<file path="config.mk">
export PLATFORM = sky130hd
export DESIGN_NAME = interrupt_sequencer
export DESIGN_NICKNAME = d
export VERILOG_FILES = /design/src/rtl/interrupt_sequencer.sv
export SDC_FILE = /design/constraint.sdc
export NUM_CORES = 1
export LEC_CHECK = 0
export ABC_AREA = 1
export CORE_UTILIZATION = 43
export DETAILED_ROUTE_END_ITERATION = 6
export PLACE_DENSITY = 0.83
export SYNTH_ARGS = -nofsm -noshare
export SYNTH_HDL_FRONTEND = slang
export SYNTH_SLANG_ARGS = --single-unit
</file>
<file path="constraint.sdc">
create_clock -name clk -period 1.5 [get_ports clk]
set_clock_uncertainty 0.05 [all_clocks]
set_input_delay 0.225 -clock clk [delete_from_list [all_inputs] [get_ports clk]]
set_output_delay 0.225 -clock clk [all_outputs]
set_load 0.05 [all_outputs]
</file>
<file path="src/rtl/interrupt_sequencer.sv">
// 6502 interrupt sequencer: latches NMI edges, polls IRQ/BRK at instruction boundaries,
// runs reset service, and lets a late NMI hijack an in-flight BRK/IRQ before its vector fetch.
module interrupt_sequencer #(
  parameter int          SYNC_STAGES = 2,
  parameter logic [15:0] NMI_VECTOR  = 16'hFFFA,
  parameter logic [15:0] RST_VECTOR  = 16'hFFFC,
  parameter logic [15:0] IRQ_VECTOR  = 16'hFFFE
) (
  input  logic        clk,
  input  logic        reset,
  input  logic        nmi_n,
  input  logic        irq_n,
  input  logic        i_flag,
  input  logic        poll,
  input  logic        brk,
  input  logic        vec_fetch,
  output logic        int_req,
  output logic [1:0]  int_type,
  output logic        b_flag,
  output logic [15:0] vector_addr,
  output logic        nmi_pending
);

  localparam logic [1:0] TYPE_NONE = 2'd0;
  localparam logic [1:0] TYPE_RST  = 2'd1;
  localparam logic [1:0] TYPE_NMI  = 2'd2;
  localparam logic [1:0] TYPE_IRQ  = 2'd3;

  typedef enum logic [1:0] {IDLE, REQ, DONE} state_t;

  state_t     state, state_nx;
  logic       nmi_sync, irq_sync;
  logic       prev_nmi;
  logic       rst_pending;
  logic       nmi_set, irq_active;
  logic       req_nx, b_nx, nmi_clr, rst_clr;
  logic [1:0] type_nx;

  // Input synchronisers, idle-high so reset never fabricates an NMI edge
  generate
    if (SYNC_STAGES == 0) begin : g_direct
      assign nmi_sync = nmi_n;
      assign irq_sync = irq_n;
    end else begin : g_sync
      logic [SYNC_STAGES-1:0] nmi_meta, irq_meta;
      always_ff @(posedge clk) begin
        if (reset) begin
          nmi_meta <= '1;
          irq_meta <= '1;
        end else begin
          nmi_meta[0] <= nmi_n;
          irq_meta[0] <= irq_n;
          for (int i = 1; i < SYNC_STAGES; i++) begin
            nmi_meta[i] <= nmi_meta[i-1];
            irq_meta[i] <= irq_meta[i-1];
          end
        end
      end
      assign nmi_sync = nmi_meta[SYNC_STAGES-1];
      assign irq_sync = irq_meta[SYNC_STAGES-1];
    end
  endgenerate

  assign nmi_set    = prev_nmi & ~nmi_sync;
  assign irq_active = ~irq_sync & ~i_flag;

  always_ff @(posedge clk) begin
    if (reset) begin
      prev_nmi    <= 1'b1;
      nmi_pending <= 1'b0;
      rst_pending <= 1'b1;
      state       <= IDLE;
      int_req     <= 1'b0;
      int_type    <= TYPE_NONE;
      b_flag      <= 1'b0;
    end else begin
      prev_nmi <= nmi_sync;
      // A fresh edge beats a same-cycle clear so back-to-back NMIs are not lost
      if (nmi_set)      nmi_pending <= 1'b1;
      else if (nmi_clr) nmi_pending <= 1'b0;
      if (rst_clr) rst_pending <= 1'b0;
      state    <= state_nx;
      int_req  <= req_nx;
      int_type <= type_nx;
      b_flag   <= b_nx;
    end
  end

  always_comb begin
    state_nx = state;
    req_nx   = int_req;
    type_nx  = int_type;
    b_nx     = b_flag;
    nmi_clr  = 1'b0;
    rst_clr  = 1'b0;
    case (state)
      IDLE: begin
        req_nx  = 1'b0;
        type_nx = TYPE_NONE;
        b_nx    = 1'b0;
        if (rst_pending) begin
          state_nx = REQ;
          req_nx   = 1'b1;
          type_nx  = TYPE_RST;
        end else if (poll) begin
          if (nmi_pending) begin
            state_nx = REQ;
            req_nx   = 1'b1;
            type_nx  = TYPE_NMI;
          end else if (irq_active || brk) begin
            state_nx = REQ;
            req_nx   = 1'b1;
            // An edge latching on this same boundary hijacks from the first REQ cycle
            type_nx  = nmi_set ? TYPE_NMI : TYPE_IRQ;
            b_nx     = ~irq_active;
          end
        end
      end
      REQ: begin
        if (vec_fetch) begin
          state_nx = DONE;
          req_nx   = 1'b0;
          type_nx  = TYPE_NONE;
          b_nx     = 1'b0;
          rst_clr  = (int_type == TYPE_RST);
          nmi_clr  = (int_type == TYPE_NMI);
        end else if (int_type == TYPE_IRQ && (nmi_pending || nmi_set)) begin
          type_nx = TYPE_NMI;
        end
      end
      DONE: begin
        state_nx = IDLE;
        req_nx   = 1'b0;
        type_nx  = TYPE_NONE;
        b_nx     = 1'b0;
      end
      default: state_nx = IDLE;
    endcase
  end

  always_comb begin
    case (int_type)
      TYPE_RST: vector_addr = RST_VECTOR;
      TYPE_NMI: vector_addr = NMI_VECTOR;
      default:  vector_addr = IRQ_VECTOR;
    endcase
  end

endmodule

</file>
---- After elaboration in Yosys (flattened, before gate mapping) ----
Cells that the tools add are included.
operators by class
  eq/ne operators ......................... 9
  muxes and demuxes ....................... 32
  bitwise logic cells ..................... 6
  reduce and logical (&&, ||, !) cells .... 9
operators by type and width
  kind                  count
  $mux W2               11
  $mux W1               16
  $eq A2 B2 Y1 const B  3
  $ne A3 B3 Y1 const B  2
  $pmux W1 S3           2
  $pmux W2 S3           1
  $pmux W3 S2           1
  $eq A2 B1 Y1 const B  2
  $ne A4 B4 Y1 const B  1
  $not A1 Y1            4
  $pmux W2 S2           1
  $reduce_and A2 Y1     2
  $reduce_and A3 Y1     1
  $reduce_bool A3 Y1    1
  $and A1 B1 Y1         2
  $logic_not A2 Y1      1
  $logic_or A1 B1 Y1    2
  $ne A2 B2 Y1 const B  1
  $reduce_bool A2 Y1    1
  $logic_and A1 B1 Y1   1
storage, ports and cells
  flip-flop bits (word level) ............. 13
  input port bits ......................... 8
  word-level logic and storage cells ...... 65

---- Longest topological paths before layout ----
  depth in word-level cells ............... 8
  mapped depth ............................ 8
  gate-level depth less buffers ........... 8

---- Least setup slack after synthesis ----
OpenSTA, ideal clock, no wires.
  path type ............................... reg-to-reg
  from .................................... reg int_type[0]
  to ...................................... reg rst_pending
  arrival time ............................ 1.424 ns
  setup slack ............................. -0.095 ns
  stages on the path, launching flop included .. 4
  path buffers ............................ 0
  cells stage by stage .................... dfxtp_1 nand2_1 o21ai_0 nand2_1
on the way
  word-level cells in the longest chain between the ends .. 3
RTL lines
  what                    RTL line  source
  from (decl)             18        output logic [1:0] int_type,
  from (signal assigned)  84        int_type <= type_nx;
  $eq A2 B1 Y1            125       rst_clr = (int_type == TYPE_RST);
  $mux W1                 120       if (vec_fetch) begin
  $mux W1                 96        case (state)
  to (signal assigned)    71        rst_pending <= 1'b1;
  to (signal assigned)    81        if (rst_clr) rst_pending <= 1'b0;
  to (decl)               34        logic rst_pending;
Every way passes these cells.
A chain may end at the register's enable or synchronous reset.

---- Worst setup path after layout ----
  from .................................... reg state[0]
  to ...................................... reg int_type[1]
on the way
  word-level cells in the longest chain between the ends .. 3
RTL lines
  what                                                                 RTL line  source
  from (decl)                                                          31        state_t state, state_nx;
  from (signal assigned)                                               82        state <= state_nx;
  $eq A2 B1 Y1 (tied with other cells)                                 96
  $ne A3 B3 Y1 (no source line) or $reduce_bool A3 Y1 (tied branches)  -
  $reduce_and A2 Y1 (no source line)                                   -
Several ways; a longest one is shown, not always the timed one.

==> flow_summary.ini <==
[job]
max_cap_viol_count = 0

[clock_tree]
clock_tree.root_cell = clkbuf_4
clkLatencyLatePin_ps = 280
numCtsBuffers = 3
post-cts-setup-buffers = 0
htreeDepth = 1
clock_input_transition_at_the_sequential_cells_of_the_worst_setup_and_hold_paths_ps = 90
clock_tree.buffer_depth = 2
postCtsHoldBufs = 0
cts-resized-gates = 0
cts.sinks = 13
tritoncts = yes

[cells_and_area]
layout.cells.most_common = inv_1
mostFrequentLayoutCells = 17 x inv_1, 14 x conb_1, 12 x nand2_1
total_inserted_antenna_cells = 0
num-fill-cells = 159
flow.area_growth_from_synthesis_pct = 27.72
final_core_utilization_pct = 58.39
drive_above_1_share_pct = 29.66
nets = 130
final_cell_area_um2 = 997.2

[drt]
vias_post_dr = 641
routed_wirelength_um = 1465
detailedRoute.firstIterationViolations = 21
wire_per_inst_um = 10.24
final_antenna_net_count = 0
residual_drc_count = 0
first_pass_iters = 4
vias_per_cell = 4.483

[logic_synthesis]
yosys-top-cells-area = dfxtp_1 33%, buf_4 13%, inv_1 8.2%, nand2_1 6.3%, ha_1 4.8%
synth_top_cell_by_area = dfxtp_1
synthXorXnorAreaFrac_pct = 0
synth_compound_area_share_pct = 11.38
main_combinational_cell_family_by_area_after_synthesis = simple AND/OR/NAND/NOR gates
synth_fa_ha_area_share_pct = 4.808
synthSimpleGateAreaFrac_pct = 25.80
synth.distinct_cells = 26
muxShareOfSynthArea_pct = 0
synthesis.area_um2 = 780.7
synth.yosys.seq_area_share_pct = 33.33
yosysWarningCount = 0
syn_inst = 102
postSynthRegisterBits = 13
syn_avg_cell_area_um2 = 7.654
synth.top_cell.area_share_pct = 33.33

[place]
post_dp_cell_area_um2 = 967.2
dpl.hpwl_um = 1136
gp_routability_congestion = 0.8418
portBuffers = 14

[timing]
max_clock_freq_mhz = 704.4
final_period_minus_worst_setup_slack_ps = 1420
rsz_0062_raised_after_global_routing = no
hold_violations = 0
setup_total_negative_slack_ps = 0
setup_viol = 0
maxSlewViolCount = 0
period_share_pct = 94.64

[global_route]
maximum_number_of_pins_on_one_net_before_global_route_repair = 10
grt.met2_usage_pct = 26.76
grt_pass1_vias = 585
grt_antenna_before_repair = 0
grt_busiest_layer = met2
grt_overflow_total = 0
groute.layer.met1.usage_pct = 20.25
groute.usage.overall_pct = 16.47
met3_usage_pct = 4.490
grt_first_pass_wirelength_um = 2373

[setup_path]
cp_common_cell = inv_1
crit_path_cells = inv_1 > ha_1 > nor3_1 > o21ai_1 > o211ai_1 > nand2_1 > inv_1
worst-endpoint-required_ps = 1670
critPathLaunch = state[0]
worstPathMaxFanout = 3
critPathCaptureType = register
setup.worst_path.class = register to register
critical_path.slowest_cell = dfxtp_1
regToRegStartpoint = state[0]
worstSetupStartpointType = register
critPathArrivalTime_ps = 1590
cpPeakStageDelay_ps = 360

[floorplan]
floorplan.initialDensity_pct = 45.71
fp-row-count = 15
fp.coreArea_um2 = 1708
die-area_um2 = 1990
design.portCount = 29
die_width_um = 44.61
die_height_um = 44.61

[power]
powerDensity_nw_per_um2 = 1076
total_power_mw = 1.073
peakVddDrop_mv = 0.7349
static-leakage-power_nw = 0.4931

[outcome]
run_status = finished clean

[worst_hold_path]
worst_hold_path_class = register to register
worst_hold_startpoint = g_sync.nmi_meta[0]
## logic make-up after synthesis
kind of cell	Yosys count
simple gates	36
buf+inv	35
compound gates	13
flops	13
fa+ha+maj	3
other cells	2
## Yosys cell counts
| library cell | count |
|---|---|
| inv_1 | 17 |
| buf_4 | 14 |
| dfxtp_1 | 13 |
| nand2_1 | 13 |
| nand2_2 | 4 |
| nand3_1 | 4 |
| nor2_1 | 4 |
| or2_2 | 4 |
| a21oi_1 | 3 |
| ha_1 | 3 |
| inv_2 | 3 |
| a21oi_2 | 2 |
| conb_1 | 2 |
| nand2_4 | 2 |
| o21ai_0 | 2 |
| o21ai_1 | 2 |
| a22oi_1 | 1 |
| a311oi_1 | 1 |
| buf_2 | 1 |
| nand3_2 | 1 |
| nand4_2 | 1 |
| nor2_2 | 1 |
| nor2_4 | 1 |
| nor3_1 | 1 |
| o211ai_1 | 1 |
| o211ai_2 | 1 |
## power by group
part | switching [mW] | leakage [nW] | internal (mW)
Combinational | 0.280 | 0.367 | 0.164
Clock | 0.121 | 0.0177 | 0.0991
Sequential | 0.0340 | 0.108 | 0.375
## metal layers
layer / wire length (um) / share of wire [%]
met1: 646 / 44
met2: 699 / 48
met3: 94 / 6.4
met4: 25 / 1.7
met5: 0 / 0
## layout make-up
cell class | instances | area (um2) | share of cell area, %
Multi-Input combinational cell | 66 | 382.9 | 38.39
Sequential cell | 13 | 262.8 | 26.35
Timing Repair Buffer | 15 | 217.7 | 21.83
Inverter | 20 | 75.07 | 7.528
Tap cell | 25 | 31.28 | 3.137
Clock buffer | 3 | 22.52 | 2.258
Clock inverter | 1 | 5.005 | 0.5019
## state kept, by name, summed over array words and instances (netlist names)
name / count
b_flag: 1
state: 2
g_sync.irq_meta: 2
rst_pending: 1
prev_nmi: 1
int_type: 2
int_req: 1
g_sync.nmi_meta: 2
nmi_pending: 1
## worst max-delay path: cells and delay by family, from the launching register on
| kind | cells | cell delay, ps |
|---|---|---|
| flip-flops | 1 | 360 |
| AND/OR/NAND/NOR | 2 | 270 |
| buffers and inverters | 2 | 120 |
| adder cells (fa/ha/maj) | 1 | 350 |
| AO/OA/AOI/OAI | 2 | 210 |
## worst paths after layout
| check | cells after the start | to | slack (ps) |
|---|---|---|---|
| worst max register to register | 7 | int_type[1] | 80 |
| worst min register to register | 1 | g_sync.nmi_meta[1] | 370 |
| worst max-delay path | 7 | int_type[1] | 80 |
| worst min-delay path | 1 | g_sync.nmi_meta[1] | 370 |
## metrics by stage
stage          hold slack (ps)  cells  setup WS, ps
3_3_place_gp             342.6    139         119.3
2_1_floorplan            278.8    114         75.21
6_report                 369.0    143         80.41
3_5_place_dp             347.5    139         70.94
4_1_cts                  371.9    143         22.44
5_1_grt                  382.9    143         11.70
No activity file was read; power rests on OpenSTA's default activity.
==> RTL change 1 (config.mk and constraints unchanged) <==
Make the reset (`reset`) asynchronous in 2 clocked blocks. Comments in the files are not updated.
--- a/src/rtl/interrupt_sequencer.sv
+++ b/src/rtl/interrupt_sequencer.sv
@@ -43,7 +43,7 @@
       assign irq_sync = irq_n;
     end else begin : g_sync
       logic [SYNC_STAGES-1:0] nmi_meta, irq_meta;
-      always_ff @(posedge clk) begin
+      always_ff @(posedge clk or posedge reset) begin
         if (reset) begin
           nmi_meta <= '1;
           irq_meta <= '1;
@@ -64,7 +64,7 @@
   assign nmi_set    = prev_nmi & ~nmi_sync;
   assign irq_active = ~irq_sync & ~i_flag;
 
-  always_ff @(posedge clk) begin
+  always_ff @(posedge clk or posedge reset) begin
     if (reset) begin
       prev_nmi    <= 1'b1;
       nmi_pending <= 1'b0;
Behaviour: differs if reset is asserted again (counterexample within 4 cycles, from zero or initial values and one cycle with reset high); with reset held inactive, the same outputs for 10 cycles.
==> RTL change 1 against the original RTL <==
Synthesized area increased by 1.4%; sequential cell count did not move; critical path depth is 4 lower; non-clock buffer count up 1; setup slack better by 0.00053 ns; sequential share of layout area rose by 7.0 points; die area up 1.4%; global-route usage up 1.5 points; wire length is 5.2% higher; cell area up 0.75%.
Power is not compared: it rests on default switching activity, and its combinational part moved more than twofold at a synthesized area within 25%.
==> RTL change 1: results (changes against the original RTL) <==
| Metric | Value |
|---|---|
| Status | completed |
| TritonCTS Buffers | 3 (unchanged) |
| Worst Setup SP | int_type[1] |
| R2r setup slk | 0.19 ns (+0.11 ns) |
| Worst reg2reg path startpoint | state[0] |
| WP data arrival | 1.14 ns (-0.45 ns) |
| Skew-Pair Late Insertion Delay | 0.28 ns (about the same) |
| GRT Overall Usage | 0.180 (+0.0151) |
| Share of post-route cells with drive strength above 1 | 0.263 (-0.0339) |
| Worst R2R Path Depth | 6 (-1) |
| Via density | 4.32 (-3.6%) |
| Leakage | 0.533 nW |
| Fillers | 154 (-3.1%) |
| Cells after Synth | 100 (-2.0%) |
| Hpwl dp | 1170 um (+2.8%) |
| Setup crit end | vector_addr[2] |
| Top cells by area, synth | dfrtp_1 (22%), dfstp_2 (20%), buf_4 (13%) |
| Clock Pin Slew Worst Setup and Hold Paths | 0.08 ns |
| Initial antenna violation count | 0 (unchanged) |
| Layout Cells excl Fill | 143 (unchanged) |
| H-tree Lvls | 1 (unchanged) |
| Wire length per cell | 10.8 um (+5.2%) |
| Vias in the first global route | 561 (-4.1%) |
| Asr flop ratio synth | 1.00 (+1.00) |
| Detailed router's first-iteration violation count | 21 (unchanged) |
| Drt first pass iters | 4 (unchanged) |
| Slew of the pin with the lowest slew margin | 0.507 ns |
| Buffers on Ports | 14 (unchanged) |
| Clock buffer depth | 2 (unchanged) |
| Netlist cell types | 19 (-27%) |
| Synth Flop Type | dfrtp_1 |
| Syn. warnings | 0 (unchanged) |
| Multi-input gate area | 339 um2 (-11%) |
| Fin nets | 130 (unchanged) |
| Sequential element share of the synthesized area | 0.420 (+0.0869) |
| Routability-driven placement congestion ratio | 0.894 (+6.2%) |
| Largest net degree at the start of global routing | 14 (+4) |
| Critical R2R Capture | int_type[0] |
| Antenna diodes | 0 (unchanged) |
| First-pass GRT wire length | 2420 um (+1.8%) |
| Root cell of the clock tree | clkbuf_4 |
| CP Max Fanout | 3 (unchanged) |
| HP Class | primary input to asynchronous set/reset pin |
| Max IR drop VDD | 878 uV |
| Most frequent cells after synthesis | nand2_1 (27), buf_4 (14), inv_1 (14), dfrtp_1 (7), nand3_1 (7) |
==> RTL change 1: repair_timing <==
action,CTS,global route
setup endpoints to repair,1,0
buffers inserted,2,0
endpoints found under the hold margin,0,0
hold buffers,0,0
gates resized for setup,2,0
==> RTL change 1: how the worst min path moves through the flow <==
stage,cells after the start,slack (ns),from,endpoint
after detailed placement,0,0.30,g_sync.nmi_meta[0],g_sync.nmi_meta[1]
after CTS,2,0.22,reset,b_flag
final,2,0.22,reset,nmi_pending
after global placement,0,0.30,g_sync.nmi_meta[0],g_sync.nmi_meta[1]
after global routing,2,0.25,reset,nmi_pending
after floorplan,1,0.05,reset,b_flag
==> RTL change 1: cells by family (layout without fill, tap and decap cells) <==
group,count (synthesis),count (layout),share of synthesized area
flip-flops,13,13,0.420
AO/OA/AOI/OAI,4,4,0.0363
AND/OR/NAND/NOR,48,48,0.278
other,2,14,0.00948
adder cells (fa/ha/maj),3,3,0.0474
buffers and inverters,30,36,0.209
==> RTL change 1: through the flow <==
step	hold WS [ns]	total power, W	util	worst slack, ns	instance area (um2)
after global routing	0.251	0.00189	0.582	0.0296	1000
after global placement	0.296	0.00149	0.557	0.164	961
after CTS	0.225	0.00178	0.582	0.0698	1000
final	0.216	0.00177	0.582	0.0809	1000
after floorplan	0.0477	0.00121	-	0.103	837
after detailed placement	0.298	0.00152	0.557	0.137	961
==> RTL change 1: layout make-up <==
type | count | share of cell area
inverter | 16 | 0.0598
timing repair buffer | 16 | 0.212
multi-input combinational | 69 | 0.337
tap | 25 | 0.0311
sequential | 13 | 0.334
clock buffer | 4 | 0.0262
==> RTL change 1: metal layers <==
metal,vias to the layer above,track usage,wire (um)
li1,312,-,-
met5,-,0,0
met1,272,0.201,679
met4,0,0.0667,12
met3,2,0.0760,106
met2,32,0.306,743
==> RTL change 1: where the power goes <==
group / internal, W / switching, W
Combinational: 0.000385 / 0.000627
Clock: 0.000103 / 0.000116
Sequential: 0.000448 / 0.0000858
==> RTL change 1: worst max-delay path: stages, from the launching register on <==
cell     delay (ns)
dfrtp_2        0.39
inv_2          0.05
or2_4          0.24
buf_4          0.19
==> RTL change 2 (config.mk and constraints unchanged) <==
Made on the original files. Set the parameter `RST_VECTOR` to 16'h8000 (it was 16'hFFFC).
--- a/src/rtl/interrupt_sequencer.sv
+++ b/src/rtl/interrupt_sequencer.sv
@@ -3,7 +3,7 @@
 module interrupt_sequencer #(
   parameter int          SYNC_STAGES = 2,
   parameter logic [15:0] NMI_VECTOR  = 16'hFFFA,
-  parameter logic [15:0] RST_VECTOR  = 16'hFFFC,
+  parameter logic [15:0] RST_VECTOR  = 16'h8000,
   parameter logic [15:0] IRQ_VECTOR  = 16'hFFFE
 ) (
   input  logic        clk,
Formal check against the unedited RTL: not equivalent (Yosys sat finds a counterexample within 4 cycles, from zero or initial values and one cycle with reset high).
==> RTL change 2 against the original RTL <==
The flow now finishes with violations (negative setup slack); wire length is 5.1% higher; cell area is 30% higher; synthesized area is 1.8% higher; setup slack worse by 0.13 ns; register-to-register slack better by 0.04 ns; sequential cell count stayed put; synthesized cell count is 0.98% higher; largest cell class is now non-clock buffers; highest routed layer unchanged.
Power is not compared: it rests on default switching activity, and its combinational part moved more than twofold at a synthesized area within 25%.
==> RTL change 2: results (changes against the original RTL) <==
| Metric | Value |
|---|---|
| Antenna-violating nets left | 0 (unchanged) |
| Clock Pin Slew Worst Setup and Hold Paths | 0.08 ns |
| CP Max Fanout | 7 (+4) |
| Via density | 4.52 (+0.91%) |
| Netlist cell types | 24 (-7.7%) |
| Mapped Nets | 117 |
| Top-area cell type share of the netlist area | 0.328 (-0.00577) |
| Max incr delay on CP | 0.35 ns |
| Detailed router's first-iteration violation count | 5 (-76%) |
| Share of post-route cells with drive strength above 1 | 0.387 (+0.0905) |
| Layout Cells excl Fill | 149 (+4.2%) |
| Asr flop ratio synth | 0 (unchanged) |
| Vias in the first global route | 618 (+5.6%) |
| Fin Setup TNS | -0.400 ns (-0.400 ns) |
| Most frequent cells after synthesis | inv_1 (20), buf_4 (14), dfxtp_1 (13), nand2_1 (12) |
| Failing checks | negative setup slack |
| Critical path's top delay family | buffers and inverters |
| Placed inst area | 1220 um2 (+26%) |
| Final setup viols | 13 (+13) |
| Hpwl dp | 1260 um (+11%) |
| Sequential element share of the synthesized area | 0.328 (-0.00577) |
| WP data arrival | 1.27 ns (-0.32 ns) |
| Final setup margin | -0.0448 ns (-0.125 ns) |
| Fin nets | 139 (+6.9%) |
| Skew-Pair Late Insertion Delay | 0.27 ns |
| Buffers on Ports | 26 (+12) |
| # DRC | 0 (unchanged) |
| Initial antenna violation count | 0 (unchanged) |
| Max IR drop VDD | 799 uV |
| First-pass GRT wire length | 2520 um (+6.1%) |
| Total length of routed wires | 1540 um (+5.1%) |
| Largest net degree at the start of global routing | 8 (-2) |
| Pre-CTS setup slack | 0.0863 ns (+0.0154 ns) |
| Top cells by area, synth | dfxtp_1 (33%), buf_4 (13%), ha_1 (9.4%) |
| Root cell of the clock tree | clkbuf_4 |
| Status | finished, violations left |
| Switch Pwr | 0.000710 W |
| Clk pwr | 0.000217 W |
| Worst path slowest cell | dfxtp_4 |
| Fillers | 123 (-23%) |
| H-tree Lvls | 1 (unchanged) |
| GRT Overall Usage | 0.177 (+0.0121) |
| Drt first pass iters | 4 (unchanged) |
| Routability-driven placement congestion ratio | 0.906 (+7.7%) |
| Cells after Synth | 103 (+0.98%) |
| Post-CTS Setup Inserts | 1 (+1) |
| Resized cells post-CTS | 2 (+2) |
| Antenna diodes | 0 (unchanged) |
RTL change 2: changes by cell type in the layout (fill, tap and decap cells not counted), moves of 2 or more:
cell,before,now
nor2_1,4,2
dfxtp_4,0,2
conb_1,14,2
nand3_1,4,6
o21ai_0,2,4
ha_4,0,2
dfxtp_2,2,0
nand2_2,5,3
buf_4,1,3
buf_12,7,20
RTL change 2: path summary, 6_finish.rpt:
check / start / to / slack [ns] / cells past startpoint
setup / recovery: int_type[1] / vector_addr[11] / -0.04 / 5
hold / removal: g_sync.nmi_meta[0] / g_sync.nmi_meta[1] / 0.36 / 1
setup reg to reg: state[0] / int_type[1] / 0.12 / 7
hold reg to reg: g_sync.nmi_meta[0] / g_sync.nmi_meta[1] / 0.36 / 1
RTL change 2: layer usage:
layer / wire [um] / track usage / vias to the layer above / part of all wire
met5: 0 / 0 / - / 0
met2: 858 / 0.310 / 29 / 0.56
met3: 73 / 0.0280 / 4 / 0.047
met1: 577 / 0.198 / 295 / 0.37
li1: - / - / 346 / -
met4: 31 / 0.109 / 0 / 0.020
RTL change 2: final cells by class:
cell class                      instances  area, um2  share of cell area
Sequential cell                        13        268               0.206
Multi-Input combinational cell         55        375               0.288
Clock buffer                            4       26.3              0.0202
Inverter                               21       82.6              0.0635
Tap cell                               25       31.3              0.0240
Timing Repair Buffer                   31        518               0.398
RTL change 2: cell families (layout without fill, tap and decap cells):
kind of cell               count (synthesis)  after routing  share of synthesized area
and+or+nand+nor                           35             35                      0.249
buffers and inverters                     35             56                      0.231
DFF                                       13             13                      0.328
AOI/OAI and AO/OA                         12             12                     0.0882
adders and majority gates                  6              6                     0.0945
other                                      2              2                    0.00945
